===== src/rtl/fp_add_scheduler.sv =====
// Round-robin scheduler sharing one multi-cycle FP adder (Go/Done) among NREQ
// requesters; returns each result over a one-hot valid/ready response channel.
module fp_add_scheduler #(
  parameter int NREQ         = 4,
  parameter int EXPBITS      = 8,
  parameter int MANTISSABITS = 23,
  parameter int WIDTH        = 1 + EXPBITS + MANTISSABITS,
  parameter int TIMEOUT      = 64
) (
  input  logic                       Clock,
  input  logic                       Reset,
  input  logic [NREQ-1:0]            ReqValid,
  input  logic [NREQ*WIDTH-1:0]      ReqA,
  input  logic [NREQ*WIDTH-1:0]      ReqB,
  output logic [NREQ-1:0]            ReqReady,
  output logic                       AddGo,
  output logic [WIDTH-1:0]           AddA,
  output logic [WIDTH-1:0]           AddB,
  input  logic                       AddDone,
  input  logic [WIDTH-1:0]           AddResult,
  output logic [NREQ-1:0]            RspValid,
  output logic [WIDTH-1:0]           RspData,
  input  logic [NREQ-1:0]            RspReady,
  output logic                       Busy,
  output logic [$clog2(NREQ)-1:0]    Grant,
  output logic                       TimeoutErr
);

  localparam int GW = $clog2(NREQ);
  localparam int CW = $clog2(TIMEOUT);

  typedef enum logic [1:0] {S_IDLE, S_ISSUE, S_WAIT, S_RESP} state_t;

  state_t            state_q, state_d;
  logic [GW-1:0]     last_grant_q, last_grant_d;
  logic [GW-1:0]     grant_q, grant_d;
  logic [WIDTH-1:0]  add_a_q, add_a_d, add_b_q, add_b_d;
  logic [WIDTH-1:0]  rsp_data_q, rsp_data_d;
  logic [NREQ-1:0]   rsp_valid_q, rsp_valid_d;
  logic              timeout_err_q, timeout_err_d;
  logic [CW-1:0]     cnt_q, cnt_d;

  logic              found;
  logic [GW-1:0]     win;
  logic [WIDTH-1:0]  a_sel, b_sel;

  // Round-robin: first search above the last grant, then wrap from zero.
  always_comb begin
    found = 1'b0;
    win   = '0;
    for (int i = 0; i < NREQ; i++)
      if (!found && ReqValid[i] && (GW'(i) > last_grant_q)) begin
        found = 1'b1;
        win   = GW'(i);
      end
    for (int i = 0; i < NREQ; i++)
      if (!found && ReqValid[i]) begin
        found = 1'b1;
        win   = GW'(i);
      end
  end

  always_comb begin
    a_sel = '0;
    b_sel = '0;
    for (int i = 0; i < NREQ; i++)
      if (GW'(i) == win) begin
        a_sel = ReqA[i*WIDTH +: WIDTH];
        b_sel = ReqB[i*WIDTH +: WIDTH];
      end
  end

  always_comb begin
    state_d       = state_q;
    last_grant_d  = last_grant_q;
    grant_d       = grant_q;
    add_a_d       = add_a_q;
    add_b_d       = add_b_q;
    rsp_data_d    = rsp_data_q;
    rsp_valid_d   = rsp_valid_q;
    timeout_err_d = timeout_err_q;
    cnt_d         = cnt_q;
    ReqReady      = '0;
    unique case (state_q)
      S_IDLE: begin
        if (found) begin
          ReqReady = NREQ'(1) << win;
          add_a_d  = a_sel;
          add_b_d  = b_sel;
          grant_d  = win;
          state_d  = S_ISSUE;
        end
      end
      S_ISSUE: begin
        cnt_d   = '0;
        state_d = S_WAIT;
      end
      S_WAIT: begin
        // Done takes priority over a watchdog expiring in the same cycle.
        if (AddDone) begin
          rsp_data_d  = AddResult;
          rsp_valid_d = NREQ'(1) << grant_q;
          state_d     = S_RESP;
        end else if (cnt_q == CW'(TIMEOUT-1)) begin
          timeout_err_d = 1'b1;
          last_grant_d  = grant_q;
          state_d       = S_IDLE;
        end else begin
          cnt_d = cnt_q + CW'(1);
        end
      end
      S_RESP: begin
        if (RspReady[grant_q]) begin
          rsp_valid_d  = '0;
          last_grant_d = grant_q;
          state_d      = S_IDLE;
        end
      end
      default: state_d = S_IDLE;
    endcase
  end

  always_ff @(posedge Clock) begin
    if (Reset) begin
      state_q       <= S_IDLE;
      last_grant_q  <= GW'(NREQ-1);
      grant_q       <= '0;
      add_a_q       <= '0;
      add_b_q       <= '0;
      rsp_data_q    <= '0;
      rsp_valid_q   <= '0;
      timeout_err_q <= 1'b0;
      cnt_q         <= '0;
    end else begin
      state_q       <= state_d;
      last_grant_q  <= last_grant_d;
      grant_q       <= grant_d;
      add_a_q       <= add_a_d;
      add_b_q       <= add_b_d;
      rsp_data_q    <= rsp_data_d;
      rsp_valid_q   <= rsp_valid_d;
      timeout_err_q <= timeout_err_d;
      cnt_q         <= cnt_d;
    end
  end

  assign AddGo      = (state_q == S_ISSUE);
  assign AddA       = add_a_q;
  assign AddB       = add_b_q;
  assign RspValid   = rsp_valid_q;
  assign RspData    = rsp_data_q;
  assign Busy       = (state_q != S_IDLE);
  assign Grant      = grant_q;
  assign TimeoutErr = timeout_err_q;

endmodule


===== config.mk =====
export PLATFORM = sky130hd
export DESIGN_NAME = fp_add_scheduler
export DESIGN_NICKNAME = d
export VERILOG_FILES = /design/src/rtl/fp_add_scheduler.sv
export SDC_FILE = /design/constraint.sdc
export NUM_CORES = 1
export LEC_CHECK = 0
export ABC_AREA = 1
export ABC_CLOCK_PERIOD_IN_PS = 1900
export BUFFER_PORTS_ARGS = -buffer_cell sky130_fd_sc_hd__buf_4
export CAP_MARGIN = 20
export CORE_AREA = 4 4 155 157
export CTS_BUF_LIST = sky130_fd_sc_hd__clkbuf_4
export CTS_CLUSTER_DIAMETER = 60
export DETAILED_ROUTE_END_ITERATION = 12
export DIE_AREA = 0 0 159 161
export SLEW_MARGIN = 20
export SYNTH_ARGS = -nofsm -noshare
export SYNTH_HDL_FRONTEND = slang
export SYNTH_SLANG_ARGS = --single-unit

===== constraint.sdc =====
create_clock -name Clock -period 1.9 [get_ports Clock]
set_input_delay 0.38 -clock Clock [delete_from_list [all_inputs] [get_ports Clock]]
set_output_delay 0.38 -clock Clock [all_outputs]
set_load 0.1 [all_outputs]

==> results.cfg, run 1 <==
[detailed_routing]
drt_iter0_drc = 607
routed_via_density = 4.94
vias = 8603
drc = 0
firstDrtPassIters = 6
antenna_left = 0
wire_per_inst_um = 18.3
routed_wl_um = 31800

[timing]
setup_viol = 66
fin_ws_ns = -0.554
fmax_ghz = 0.407
relSlewSlack_pct = 67.9
clock-skew-final_ns = 0.0264
finalHoldViolCount = 0
hold-worst-slack_ns = 0.0788
rsz0062_at_grt = true
drv_slew = 0
finalCritPeriodShare_pct = 129
worstMarginPinSlew_ns = 0.482
fin_crit_ns = 2.45

[cells_and_area]
final_cells = 1741
drive_gt1_share_pct = 50.1
layout_common_cells = buf_4 (451), nand2_1 (203), nor2_1 (130)
num-nets-final = 1742
layout_commonest_cell = buf_4
design_area_mm2 = 0.0119
synthToLayoutAreaGrowth_pct = 94.3

[critical_path]
crit_type = flop to output pin
cp.arrival_ns = 2.07
end_kind = output pin
startpoint_type = flop
critical_path_peak_fanout = 4
required_ns = 1.52

[yosys]
ys.flop_type = dfxtp_1
ys_types = 31
syn_inst = 976
yosysWarnings = 0
synth_top_cell_by_area = dfxtp_1
synthArstFlopShare_pct = 0
synth_top_area_share_pct = 36.9
avgSynthCellArea_um2 = 6.28
yosysSeqAreaShare_pct = 36.9
syn_nets = 1276
yosys-top-cells-area = dfxtp_1 (37%), nand2_1 (18%), nor2_1 (8.9%)
synth_edf_count = 0
ys_ff_latch = 113
netlist_area_mm2 = 0.00613

[floorplanning]
die_h_um = 161
ios = 408
initial_core_util_pct = 27.3
die_w_um = 159
coreArea_mm2 = 0.0225
die-area_mm2 = 0.0256
rows = 55

[place]
io_buffers = 407
place.gp.congestion = 0.871
dp_hpwl_um = 20800
place_area_mm2 = 0.00971
dpl.cell_count = 1641

[power_and_ir_drop]
leakagePower_nw = 6.09
ir_drop_v = 0.00109
p_per_area_mw_per_mm2 = 1670

[grt]
grt-ovfl-total = 0
grt_usage_pct = 23.0
antenna_found_initial = 2
first_global_vias = 8589
grt_pass1_wl_um = 46900
grt_max_degree = 55

[clock_network]
cts_tree = yes
clock_latency_ns = 0.53
root_buffer = clkbuf_4
clock-sinks = 113
cts_max_level = 4
cts-buffers-inserted = 17
clk_transition_reported_paths_ns = 0.12
clk_path_buf_depth = 2

[worst_hold_path]
hold_path.class = input port to flop

[outcome]
failed_checks = negative setup slack
outcome = complete, but fails checks

[job]
cap_violations = 0
layer usage:
layer  GRT usage [%]  routed length (µm)  vias up
met2            41.8               16100      372
li1                -                   -     4175
met5               0                   0        -
met4            8.80                1060        0
met1            25.0               12100     3994
met3            7.53                2590       62
report_power, final:
part           internal (mW)  switching, mW
Combinational           4.52           10.2
Sequential              3.15          0.447
Clock                  0.502           1.08
Total                   8.17           11.7
sequential cells by signal, summed over array words and instances, names as in the netlist:
name and count:
AddB 32, last_grant_q 2, cnt_q 6, AddA 32, RspData 32, TimeoutErr 1
RspValid 4, Grant 2, state_q 2
what timing repair did:
| action | CTS | global route |
|---|---|---|
| setup endpoints to repair | 70 | 74 |
| pin swaps | 69 | 100 |
| buffers inserted | 32 | 17 |
| gates cloned | 17 | 2 |
| gates resized for setup | 194 | 110 |
| hold buffers | 8 | 0 |
| endpoints found under the hold margin | 8 | 0 |
per-stage QoR:
step / utilization, % / setup slack (ns) / power, mW / setup TNS (ns)
finish: 52.9 / -0.554 / 19.9 / -18.36
global route: 52.9 / -0.706 / 20.8 / -26.93
CTS: 51.0 / -0.643 / 19.4 / -22.99
detailed placement: 43.2 / -0.404 / 15.6 / -21.71
global placement: 43.2 / -0.332 / 15.6 / -17.42
floorplan: - / -0.803 / 12.6 / -8.70
cell usage after synthesis (5+ instances only):
cell type  number
dfxtp_1       113
nand3_1        47
buf_2          18
inv_1          52
a21oi_1        50
nand4_1        73
buf_4          11
clkbuf_1       38
nand2_1       286
o21ai_1        22
nor2_1        145
nor3_1          5
o21ai_0        87
worst max-delay path: stages (launching register included):
cell and delay [ns]:
dfxtp_4 0.40, nand2_2 0.08, nand2_4 0.09, nand4_4 0.13, nor2_2 0.12, nand2_2 0.10, buf_6 0.14, nand2_8 0.08
nand2_2 0.08, nor2_4 0.14, buf_12 0.18
layout make-up:
type | count | area, µm²
fillers | 2172 | 10600
diodes | 2 | 5.00
well taps | 285 | 357
inverters | 56 | 221
flip-flops and latches | 113 | 2280
repair buffers | 514 | 4560
clock buffers | 17 | 128
multi-input cells | 740 | 4270
clock inverters | 14 | 95.1
logic make-up (layout without fill, tap and decap cells):
logic type      after synthesis  count (layout)  synth area share (%)
compound gates              168             168                  14.1
fa+ha+maj                     1               1                 0.204
buf+inv                     124             601                  8.67
flops                       113             113                  36.9
other cells                   0               2                     0
simple gates                570             571                  40.1
worst paths after layout:
path	start	cells past startpoint	to	slack (ns)
min	AddResult[17]	3	RspData[17]$_SDFFE_PP0P_	0.08
max reg2reg	last_grant_q[1]$_SDFFE_PP1P_	18	AddB[26]$_SDFFE_PP0P_	-0.39
max	last_grant_q[1]$_SDFFE_PP1P_	10	ReqReady[2]	-0.55
min reg2reg	AddB[13]$_SDFFE_PP0P_	2	AddB[13]$_SDFFE_PP0P_	0.47
(Power assumes the default switching activity.)
==> inputs of run 2 (changes only) <==
Settings changed: PLACE_DENSITY set to 0.55.
==> results.cfg, run 2 (same netlist as run 1, synthesis figures left out) <==
[critical_path]
crit_path_end = ReqReady[0]
r2r.worst_path.cells = 17
end_kind = output pin
startpoint = last_grant_q[1]$_SDFFE_PP1P_
r2r-end = AddB[10]$_SDFFE_PP0P_
r2r_start = last_grant_q[1]$_SDFFE_PP1P_
ff2ff_setup_slack_ns = -0.31
crit_slowest_cell = dfxtp_4
crit_type = flop to output pin
startpoint_type = flop
cp_slowest_stage_delay_ns = 0.40
crit_path_frequent_cell = nand2_4
critical_path_peak_fanout = 5
crit_path_cell_trace = nand2_4, nand2_4, nand2_2, inv_1, nand3_2, nand2_4, buf_8, buf_12, nor3_4, buf_12
cp.depth = 10
crit_family = simple AND/OR/NAND/NOR gates
required_ns = 1.52
path_buf_inv = 4
cp.arrival_ns = 2.07

[timing]
clock-skew-final_ns = 0.0266
rsz0062_at_grt = true
worstMarginPinSlew_ns = 0.478
setup-tns-final_ns = -15.63
fin_crit_ns = 2.45
finalCritPeriodShare_pct = 129
relSlewSlack_pct = 68.1
finalHoldViolCount = 0
hold-worst-slack_ns = 0.0678
drv_slew = 0
fin_ws_ns = -0.550
fmax_ghz = 0.408
setup_viol = 68

[place]
io_buffers = 407
dp_hpwl_um = 21800
dp_slack_ns = -0.369
dpl.cell_count = 1645
place.gp.congestion = 0.881
place_area_mm2 = 0.00974

[cells_and_area]
final_cells = 1713
design_area_mm2 = 0.0111
n_fill_cell = 2298
num-nets-final = 1714
drive_gt1_share_pct = 43.4
utilization_pct = 49.5
layout_commonest_cell = buf_4
synthToLayoutAreaGrowth_pct = 81.6
layout_common_cells = buf_4 (442), nand2_1 (266), nor2_1 (132)

[floorplanning]
die_w_um = 159
rows = 55
die_h_um = 161
initial_core_util_pct = 27.3
ios = 408
die-area_mm2 = 0.0256
coreArea_mm2 = 0.0225

[detailed_routing]
drc = 0
antenna_left = 0
vias = 8231
routed_via_density = 4.81
wire_per_inst_um = 17.6
routed_wl_um = 30100
firstDrtPassIters = 5
drt_iter0_drc = 597

[outcome]
failed_checks = negative setup slack
outcome = complete, but fails checks

[clock_network]
clock_latency_ns = 0.53
cts-buffers-inserted = 17
root_buffer = clkbuf_4
clock-sinks = 113
cts_tree = yes
clk_transition_reported_paths_ns = 0.13
cts_max_level = 4
clk_path_buf_depth = 2

[power_and_ir_drop]
clkPwrFrac_pct = 11.2
combPwrFrac_pct = 69.9
p_sw_share_pct = 58.1
power.switching_mw = 11.1
finalPower_mw = 19.1
seqPwrFrac_pct = 18.9
p_per_area_mw_per_mm2 = 1720
leakagePower_nw = 5.50
ir_drop_v = 0.000914
p_int_mw = 8.02

[grt]
first_global_vias = 8032
grt_usage_pct = 22.3
antenna_found_initial = 1
grt_pass1_wl_um = 45200
grt_max_degree = 69
grt-ovfl-total = 0

[worst_hold_path]
hold_path.class = input port to flop

[job]
cap_violations = 0
-- run 2: cell types whose count changed in the layout (fill, tap and decap cells not counted), sizes merged, moves of 2 or more --
cell | previous run | this run
dlygate4sd3 | 8 | 2
clkinvlp | 4 | 2
bufinv | 0 | 4
inv | 56 | 59
clkinv | 10 | 5
buf | 502 | 483
-- run 2: power groups by stage --
stage	Sequential, mW	Combinational [mW]	Clock, mW
2_1_floorplan	8.77	3.79	0
3_3_place_gp	3.64	12.0	0
3_5_place_dp	3.65	12.1	0
4_1_cts	3.63	13.2	2.23
5_1_grt	3.72	14.1	2.34
6_report	3.62	13.4	2.15
-- run 2: cell type report --
| type | instances | area, µm² | share of cell area, % |
|---|---|---|---|
| well taps | 285 | 357 | 3.20 |
| multi-input cells | 740 | 3760 | 33.7 |
| clock inverters | 14 | 203 | 1.82 |
| clock buffers | 18 | 135 | 1.21 |
| flip-flops and latches | 113 | 2270 | 20.4 |
| repair buffers | 486 | 4180 | 37.5 |
| inverters | 56 | 224 | 2.01 |
| diodes | 1 | 2.50 | 0.0225 |
-- run 2: tightest hold or removal path: stages --
cell and delay [ns]:
buf_4 0.08, nor2_1 0.03, nor2_1 0.08
-- run 2: how the worst min path moves through the flow --
stage                                startpoint                        to  slack (ns)  depth (start not counted)
after detailed placement  AddA[20]$_SDFFE_PP0P_     AddA[20]$_SDFFE_PP0P_        0.46                          2
final                             AddResult[26]  RspData[26]$_SDFFE_PP0P_        0.07                          3
after global routing               AddResult[1]   RspData[1]$_SDFFE_PP0P_       0.009                          3
after floorplan           cnt_q[0]$_SDFFE_PP0P_     cnt_q[0]$_SDFFE_PP0P_        0.45                          1
after CTS                         AddResult[26]  RspData[26]$_SDFFE_PP0P_       0.003                          3
after global placement    AddA[30]$_SDFFE_PP0P_     AddA[30]$_SDFFE_PP0P_        0.45                          2
-- run 2: timing repair --
action | CTS | global route
hold buffers | 2 | 0
gates resized for setup | 110 | 43
endpoints found under the setup margin | 70 | 74
pin swaps | 37 | 27
buffers inserted | 19 | 6
cloned | 11 | 0
endpoints found under the hold margin | 2 | 0
-- run 2: per-layer routing --
layer | vias up | part of all wire, % | wire (µm) | global-route usage (%)
li1 | 4101 | - | - | -
met1 | 3734 | 38 | 11300 | 24.4
met2 | 361 | 51 | 15400 | 41.1
met3 | 35 | 9.2 | 2770 | 8.09
met4 | 0 | 2.0 | 614 | 5.40
met5 | - | 0 | 0 | 0
==> inputs of run 3 (changes only) <==
Settings changed: ABC_AREA 1 to 0, CORE_AREA 4 4 155 157 to 2 2 158 160, DIE_AREA 0 0 159 161 to 0 0 160 162, PLACE_DENSITY 0.55 to 0.53.
==> results.cfg, run 3 <==
[outcome]
outcome = complete, but fails checks
failed_checks = negative setup slack

[yosys]
yosys-top-cells-area = dfxtp_1 (36%), a21oi_1 (9.0%), o211ai_1 (6.0%)
synth_compound_area_share_pct = 36.6
ys_ff_latch = 113
synth_fa_ha_area_share_pct = 0.200
syn_inst = 747
synth_edf_count = 0
synthArstFlopShare_pct = 0
netlist_area_mm2 = 0.00625
ys.flop_type = dfxtp_1
synth-simple-area-share_pct = 18.2
synth_top_family_by_area = compound AO/OA/AOI/OAI gates
avgSynthCellArea_um2 = 8.37
synthMuxAreaShare_pct = 0.841
syn_nets = 1047
synthTopCellsByCount = a21oi_1 (113), dfxtp_1 (113), nand2_1 (90)
yosysSeqAreaShare_pct = 36.2
synth_top_area_share_pct = 36.2
yosysWarnings = 0
ys_types = 56
synth_xor_area_share_pct = 0.420
synth_top_cell_by_area = dfxtp_1

[critical_path]
cp.arrival_ns = 1.85
required_ns = 1.52
crit_path_cell_trace = buf_4, nand2b_1, a21boi_0, o21a_4, nor2_4, buf_12
cp_slowest_stage_delay_ns = 0.39
startpoint_type = flop
crit_type = flop to output pin
end_kind = output pin
crit_slowest_cell = dfxtp_4
crit_family = compound AO/OA/AOI/OAI gates
path_buf_inv = 2
critical_path_peak_fanout = 7

[floorplanning]
die_w_um = 160
initial_core_util_pct = 25.9
ios = 408
die-area_mm2 = 0.0259
die_h_um = 162
coreArea_mm2 = 0.0241
rows = 57

[clock_network]
clock-sinks = 113
clk_path_buf_depth = 2
root_buffer = clkbuf_4
cts_tree = yes
clk_transition_reported_paths_ns = 0.13
cts_max_level = 4
cts-buffers-inserted = 17
clock_latency_ns = 0.54

[timing]
worstMarginPinSlew_ns = 0.322
fmax_ghz = 0.448
finalCritPeriodShare_pct = 118
fin_crit_ns = 2.23
finalHoldViolCount = 0
setup-tns-final_ns = -3.55
rsz0062_at_grt = true
relSlewSlack_pct = 78.5
clock-skew-final_ns = 0.0220
fin_ws_ns = -0.334
drv_slew = 0
setup_viol = 46

[detailed_routing]
drt_iter0_drc = 502
antenna_left = 0
wire_per_inst_um = 20.5
vias = 7690
routed_via_density = 5.04
drc = 0
firstDrtPassIters = 5
routed_wl_um = 31300

[cells_and_area]
seq_area_mm2 = 0.00227
layout_common_cells = buf_4 (449), dfxtp_1 (107), a21oi_1 (107)
n_fill_cell = 2448
multi_input_area_mm2 = 0.00380
num-nets-final = 1485
synthToLayoutAreaGrowth_pct = 77.7
final_cells = 1525
drive_gt1_share_pct = 50.4
layout_commonest_cell = buf_4

[grt]
grt_max_degree = 43
grt_usage_pct = 23.0
antenna_found_initial = 3
grt-ovfl-total = 0
first_global_vias = 7731
grt_pass1_wl_um = 46100

[power_and_ir_drop]
clkPwrFrac_pct = 21.6
p_int_mw = 5.22
ir_drop_v = 0.000376
power.switching_mw = 4.39
p_sw_share_pct = 45.7
leakagePower_nw = 4.70
p_per_area_mw_per_mm2 = 866
seqPwrFrac_pct = 28.9
combPwrFrac_pct = 49.5

[place]
io_buffers = 407
place.gp.congestion = 0.818
dp_slack_ns = -0.101
dp_hpwl_um = 22000
dpl.cell_count = 1456

[worst_hold_path]
hold_path.class = input port to flop

[job]
cap_violations = 0
==> run 3: stage by stage <==
stage	utilization [%]	cell area, µm²	hold slack, ns	total power, mW
after floorplan	-	6330	0.456	5.68
after global placement	41.6	10000	0.443	7.08
after detailed placement	41.6	10000	0.447	7.09
after CTS	44.6	10800	0.0157	9.46
after global routing	46.1	11100	0.0180	10.0
final	46.1	11100	0.0763	9.61
==> run 3: logic make-up (layout without fill, tap and decap cells) <==
family | after synthesis | count (layout)
AO/OA/AOI/OAI | 319 | 319
AND/OR/NAND/NOR | 218 | 218
flip-flops | 113 | 113
buffers and inverters | 89 | 540
multiplexers | 4 | 4
XOR/XNOR | 3 | 3
adder cells (fa/ha/maj) | 1 | 1
other | 0 | 3
==> run 3: worst paths after layout <==
kind / start / cells past startpoint / slack, ns / to
max: last_grant_q[1]$_SDFFE_PP1P_ / 6 / -0.33 / ReqReady[3]
min: ReqB[3] / 3 / 0.08 / AddB[3]$_SDFFE_PP0P_
max reg2reg: state_q[1]$_SDFFE_PP0P_ / 9 / -0.13 / AddA[22]$_SDFFE_PP0P_
min reg2reg: RspData[21]$_SDFFE_PP0P_ / 2 / 0.46 / RspData[21]$_SDFFE_PP0P_
==> run 3: area by class of cell <==
class / count / share of cell area, %
timing repair buffer: 498 / 38.4
multi-input combinational: 545 / 34.3
sequential: 113 / 20.5
tap: 324 / 3.65
clock inverter: 15 / 1.63
clock buffer: 17 / 1.15
inverter: 10 / 0.338
antenna: 3 / 0.0676
==> run 3: worst min-delay path: cells and delay by family <==
| family | cells | cell delay [ns] |
|---|---|---|
| AO/OA/AOI/OAI | 1 | 0.05 |
| AND/OR/NAND/NOR | 1 | 0.04 |
| buffers and inverters | 1 | 0.11 |
==> run 3: metal layers <==
metal | vias up | global-route usage, % | routed length [µm]
li1 | 3718 | - | -
met2 | 318 | 39.6 | 15300
met1 | 3613 | 27.1 | 12600
met3 | 41 | 7.33 | 2560
met4 | 0 | 8.19 | 837
met5 | - | 0 | 0
==> run 3: timing repair <==
action / 4_1_cts / 5_1_grt
cloned: 4 / 3
setup endpoints to repair: 24 / 54
buffers inserted: 21 / 7
hold buffers: 0 / 0
pin swaps: 19 / 19
gates resized for setup: 44 / 45
==> run 3: power groups by stage <==
stage / combinational [mW] / clock [mW] / sequential [mW]
2_1_floorplan: 1.24 / 0 / 4.44
4_1_cts: 4.56 / 2.14 / 2.77
3_5_place_dp: 4.27 / 0 / 2.82
6_report: 4.76 / 2.08 / 2.78
5_1_grt: 4.99 / 2.23 / 2.80
3_3_place_gp: 4.27 / 0 / 2.81
